[config.mk]
export PLATFORM = sky130hd
export DESIGN_NAME = dff_delay_line
export DESIGN_NICKNAME = d
export VERILOG_FILES = /design/src/rtl/dff_delay_line.sv
export SDC_FILE = /design/constraint.sdc
export NUM_CORES = 1
export LEC_CHECK = 0
export ABC_AREA = 1
export BUFFER_PORTS_ARGS = -buffer_cell sky130_fd_sc_hd__clkbuf_2
export CAP_MARGIN = 40
export CELL_PAD_IN_SITES_DETAIL_PLACEMENT = 1
export CELL_PAD_IN_SITES_GLOBAL_PLACEMENT = 2
export CORE_ASPECT_RATIO = 0.7
export CORE_MARGIN = 5
export CORE_UTILIZATION = 33
export CTS_BUF_LIST = sky130_fd_sc_hd__clkbuf_8
export CTS_CLUSTER_DIAMETER = 60
export DETAILED_ROUTE_END_ITERATION = 8
export PLACE_DENSITY = 0.83
export SLEW_MARGIN = 20
export SYNTH_ARGS = -nofsm -noshare
export SYNTH_HDL_FRONTEND = slang
export SYNTH_SLANG_ARGS = --single-unit
[constraint.sdc]
create_clock -name clk -period 2.7 [get_ports clk]
set_clock_uncertainty 0.15 [all_clocks]
set_input_delay 0.27 -clock clk [delete_from_list [all_inputs] [get_ports clk]]
set_output_delay 0.27 -clock clk [all_outputs]
set_load 0.1 [all_outputs]
[src/rtl/dff_delay_line.sv]
// dff_delay_line: WIDTH-bit, DEPTH-stage chain of D registers with a valid
// bit per stage. Used as a programmable pipeline delay / alignment element.
//
// Ports:
//   clk       rising-edge clock
//   rst       synchronous active-high reset (data <= RST_VAL, valids <= 0)
//   en        advance the chain by one stage this cycle
//   flush     clear every valid bit; data registers hold
//   d, d_vld  input sample and its valid, captured into stage 0 on advance
//   tap_sel   output tap; 0 = stage 0 (one cycle of delay), out-of-range
//             values saturate to the last stage
//   q, qb     data at the selected stage and its bitwise complement
//   q_vld     valid bit of the selected stage
//   last_q    data at stage DEPTH-1, independent of tap_sel
//   last_vld  valid bit of stage DEPTH-1
//   count     number of stages currently holding a valid sample
//
// Every output is driven from registers and tap_sel only; d, en and flush
// reach the outputs only through a clock edge.
module dff_delay_line #(
  parameter int                 WIDTH   = 8,
  parameter int                 DEPTH   = 4,
  parameter logic [WIDTH-1:0]   RST_VAL = '0,
  localparam int                TW      = (DEPTH > 1) ? $clog2(DEPTH) : 1,
  localparam int                CW      = $clog2(DEPTH + 1)
) (
  input  logic             clk,
  input  logic             rst,
  input  logic             en,
  input  logic             flush,
  input  logic [WIDTH-1:0] d,
  input  logic             d_vld,
  input  logic [TW-1:0]    tap_sel,
  output logic [WIDTH-1:0] q,
  output logic [WIDTH-1:0] qb,
  output logic             q_vld,
  output logic [WIDTH-1:0] last_q,
  output logic             last_vld,
  output logic [CW-1:0]    count
);

  localparam logic [TW-1:0] LAST_IDX = TW'(DEPTH - 1);

  logic [WIDTH-1:0] s [DEPTH];
  logic [DEPTH-1:0] v;
  logic [TW-1:0]    k;

  // Priority: rst > flush > en > hold. Flush leaves data in place so the
  // data outputs stay stable; only the valids are dropped.
  always_ff @(posedge clk) begin
    if (rst) begin
      for (int i = 0; i < DEPTH; i++) begin
        s[i] <= RST_VAL;
      end
      v <= '0;
    end else if (flush) begin
      v <= '0;
    end else if (en) begin
      s[0] <= d;
      v[0] <= d_vld;
      for (int i = 1; i < DEPTH; i++) begin
        s[i] <= s[i-1];
        v[i] <= v[i-1];
      end
    end
  end

  // Saturate an out-of-range tap to the last stage. For DEPTH=1 any tap
  // value resolves to stage 0.
  always_comb begin
    k = LAST_IDX;
    if (32'(tap_sel) < DEPTH) begin
      k = tap_sel;
    end
  end

  assign q        = s[k];
  assign qb       = ~s[k];
  assign q_vld    = v[k];
  assign last_q   = s[DEPTH-1];
  assign last_vld = v[DEPTH-1];
  assign count    = CW'($countones(v));

endmodule

Yosys cells after proc, flatten, opt, wreduce, memory -nomap -nowiden
Memories as Yosys holds them, arrays and structs flattened.
Cells that the tools add are included.
- add/sub/neg operators: 3
- magnitude comparators: 1
- bitwise gates (word level): 5
- reductions and logical operators: 1
- multiplexer cells: 12
- equal/unequal tests: 0
- multipliers: 0
- shift operators: 0
- div/mod/pow operators: 0
- operators by type and width (operator ; number):
    $mux 8 ; 4
    $not 8->8 ; 1
    $mux 1 ; 7
    $add 1x1->2 ; 2
    $or 1x1->1 ; 4
    $add 2x2->3 ; 1
    $lt 2x3->1 const B ; 1
    $bmux 1 s2 ; 1
    $reduce_or 2->1 ; 1
- latch bits: 0
- bits in read-only memories: 0
- output and inout bits: 29
- bits in writable memories: 32
- memories: 1
- input bits: 15
- flip-flop bits (word level): 4
- memory list (name ; depth ; bits a word ; rd ports ; clocked after Yosys merged registers in ; wr ports ; RTL line ; RTL):
    s ; 4 ; 8 ; 5 ; 0 ; 4 ; 44 ; logic [WIDTH-1:0] s [DEPTH];

Longest topological paths before layout
- word-level depth: 5
- gate-level depth with buffers: 7

Worst setup path before layout
No wires, ideal clock.
- path type: flip-flop to output port
- from: register v[3]
- to: output count[1]
- path buffers: 0
- setup slack: -459 ps
- arrival: 2739 ps
- stages on the path, launching flop included: 6
- path through: dfxtp_1 > inv_1 > fa_1 > inv_1 > ha_1 > ha_1
- longest elaborated chain between the ends: 2
- ends and longest elaborated chain (element ; RTL line ; RTL):
    start: declaration ; 45 ; logic [DEPTH-1:0] v;
    start signal: indexed assignment ; 63 ; v[i] <= v[i-1];
    $add 1x1->2 (implied by the code) ; 82 ; assign count = CW'($countones(v));
    $add 2x2->3 (implied by the code) ; 82 ;
    end: declaration ; 39 ; output logic [CW-1:0] count
No other way between the ends.

Worst setup path in the final report
- from: register v[0]
- to: output count[1]
Same word-level chain as after synthesis.

==> results.md <==
- Status: finished clean
- Post-Syn Area: 0.00217 sq mm
- Worst VDD drop: 0.000244 V
- Max_cap viols: 0
- Overall die width: between 100 and 150 microns
- Core area: 0.00631 sq mm
- Met3 usage: between 2 and 3%
- Number of synthesized register bits: 36
- Post-Synthesis Cells: between 200 and 300
- Hold Crit Class: in -> reg
- Synth Net Count: 275
- DRC viols: 0
- # rows: 24
- Max Slew Vio Count: 0
- First-pass GRT wire length: 8470 microns
- Clk slew on worst S/H paths: ~0.070 ns
- Multi-input combinational cell area: ~840 sq um
- Nets: ~320
- Top post-synthesis cells by area: edfxtp_1 (44%), nand2_1 (14%), inv_1 (8.1%)
- Critical path arrival: slightly above 2 ns
- IO buf count: 43
- RSZ-0062 raised after global routing: false
- Initial antenna violation count: 0
- Ports: between 40 and 50
- Dpl cells: around 370
- Crit path launch type: register
- Met1 usage: 17.8%
- Place WS: ~0.52 ns
- Synth unique cells: 20
- Total congestion overflow: 0
- Setup Fix Bufs, Post-CTS: 0
- Crit end category: output pin
- Clock Latency Late Sink: roughly 0.29 ns
- Overall power: ~1.5 mW
- Vias per inst: about 4.4
- Tmin final: between 2 and 2.5 ns
- FF/Latch Area: between 0.001 and 0.0015 sq mm
- Clock sink count: 36
- Final setup margin: 0.241 ns
- Final WL: just under 5000 microns
- Setup Total Neg Slack: 0 ns
- Root Buffer: clkbuf_8
- Share of cells above drive strength 1: 30.4%
- CP max FO: 3
- Tcrit/Tclk final: between 90% and 100%
- Die height: 77.8 microns
- H-tree depth: 2
- Synthesized area per cell: 8.43 sq um
- Area added between synthesis and finish: 15.5%
- DR pass1 iterations: 4
- Critical Path RT: 2.28 ns
- 1st-iter DRT viols: 79
- Die area: between 0.008 and 0.009 sq mm
- Met2 usage: between 20% and 30%
- Worst-Margin Slew: around 0.69 ns
- Yosys top cell area share: between 40% and 50%
- Clock tree buffer depth: 2
- WL/cell: 13.1 microns
- Final setup viols: 0
- Largest net degree at the start of global routing: 33
- Slew HR: 54.0%
- Antenna Nets Post-Route: 0
- Antenna Cells: 0
- Initial Util: 34.4%
- Warnings from Yosys: 0
- Vias: 1677
- Static Leak: 1.21 nW
- Max Clock Freq: 407 MHz
- Vias in the first global route: about 1700
- Sequential area share after synthesis: roughly half
- Pwr Density: 619 mW/mm^2
- Layout fillers: 800
- Cell taking the most area after synthesis: edfxtp_1
- Hold Fails Final Rpt: 0
- Type of the worst setup path: reg -> out
- TritonCTS clock tree: yes
- Global routing's busiest layer: met2
- Resize count post-CTS: 0
- Tot GR Track Use: a little over an eighth
- Hold Buf Count CTS: 0
- Placed wire-length estimate: about 3500 microns
- Final core utilization: 39.7%
- Finished Layout Cells: around 380
- CTS buffer count: 5
- Final Wtd Congestion: 0.697
==> stage by stage <==
step | hold WS (ns) | cell area (sq um)
2_1_floorplan | 0.249 | 2170
3_3_place_gp | 0.318 | 2400
4_1_cts | 0.0751 | 2500
3_5_place_dp | 0.331 | 2400
5_1_grt | 0.0935 | 2500
6_report | 0.0821 | 2500
==> worst paths after layout <==
path	start	end	slack, ns	depth (start not counted)
max reg2reg	s[1][4]	s[2][4]	1.74	2
max	v[0]	count[1]	0.24	6
min	d_vld	v[0]	0.08	3
min reg2reg	v[3]	v[3]	0.35	2
==> logic make-up (layout without fill, tap and decap cells) <==
family / Yosys count / in the layout / share of synthesized area, %
and+or+nand+nor: 153 / 153 / 34.7
DFF: 36 / 36 / 48.0
AOI/OAI and AO/OA: 5 / 5 / 1.27
adders and majority gates: 3 / 3 / 2.08
buffers and inverters: 60 / 102 / 13.9
==> placed cells by master (no fill, tap or decap), drive strengths merged <==
| cell | netlist | final |
|---|---|---|
| clkbuf | 0 | 49 |
| nand3 | 26 | 26 |
| o21ai | 4 | 4 |
| buf | 11 | 3 |
| nor2 | 41 | 41 |
| inv | 49 | 50 |
| dfxtp | 4 | 4 |
| ha | 2 | 2 |
| o21bai | 1 | 1 |
| nand2 | 86 | 86 |
| edfxtp | 32 | 32 |
| fa | 1 | 1 |
==> worst max-delay path: stages, from the launching register on <==
cell and delay (ns):
dfxtp_1 0.35, inv_1 0.09, fa_1 0.51, inv_1 0.04, ha_1 0.17, ha_2 0.31
buf_4 0.28
==> final cells by class <==
class                   count  share of cell area, %
clock inverters             1                  0.150
clock buffers               7                   3.85
repair buffers             45                   9.30
multi-input cells         161                   33.5
flip-flops and latches     36                   41.7
well taps                  78                   3.90
inverters                  49                   7.65
==> cells in the mapped netlist <==
cell / count
buf_2: 1
buf_4: 3
buf_6: 6
buf_8: 1
dfxtp_1: 4
edfxtp_1: 32
fa_1: 1
ha_1: 2
inv_1: 47
inv_4: 1
inv_6: 1
nand2_1: 83
nand2_2: 2
nand2_4: 1
nand3_1: 26
nor2_1: 10
nor2_2: 20
nor2_4: 11
o21ai_0: 4
o21bai_1: 1
==> per-layer routing <==
metal | wire length (microns) | up-vias
li1 | - | 860
met1 | 2390 | 780
met2 | 2290 | 30
met3 | 198 | 7
met4 | 65 | 0
met5 | 0 | -
==> power breakdown <==
part / total [mW] / switching (mW) / internal (mW)
logic: 0.464 / 0.391 / 0.0737
clock network: 0.424 / 0.194 / 0.229
registers: 0.661 / 0.0192 / 0.642
==> flip-flops by register name, indices dropped and copies added (netlist names) <==
signal / cells
v: 4
s: 32
Note: power is estimated with default switching activity, not from simulation.
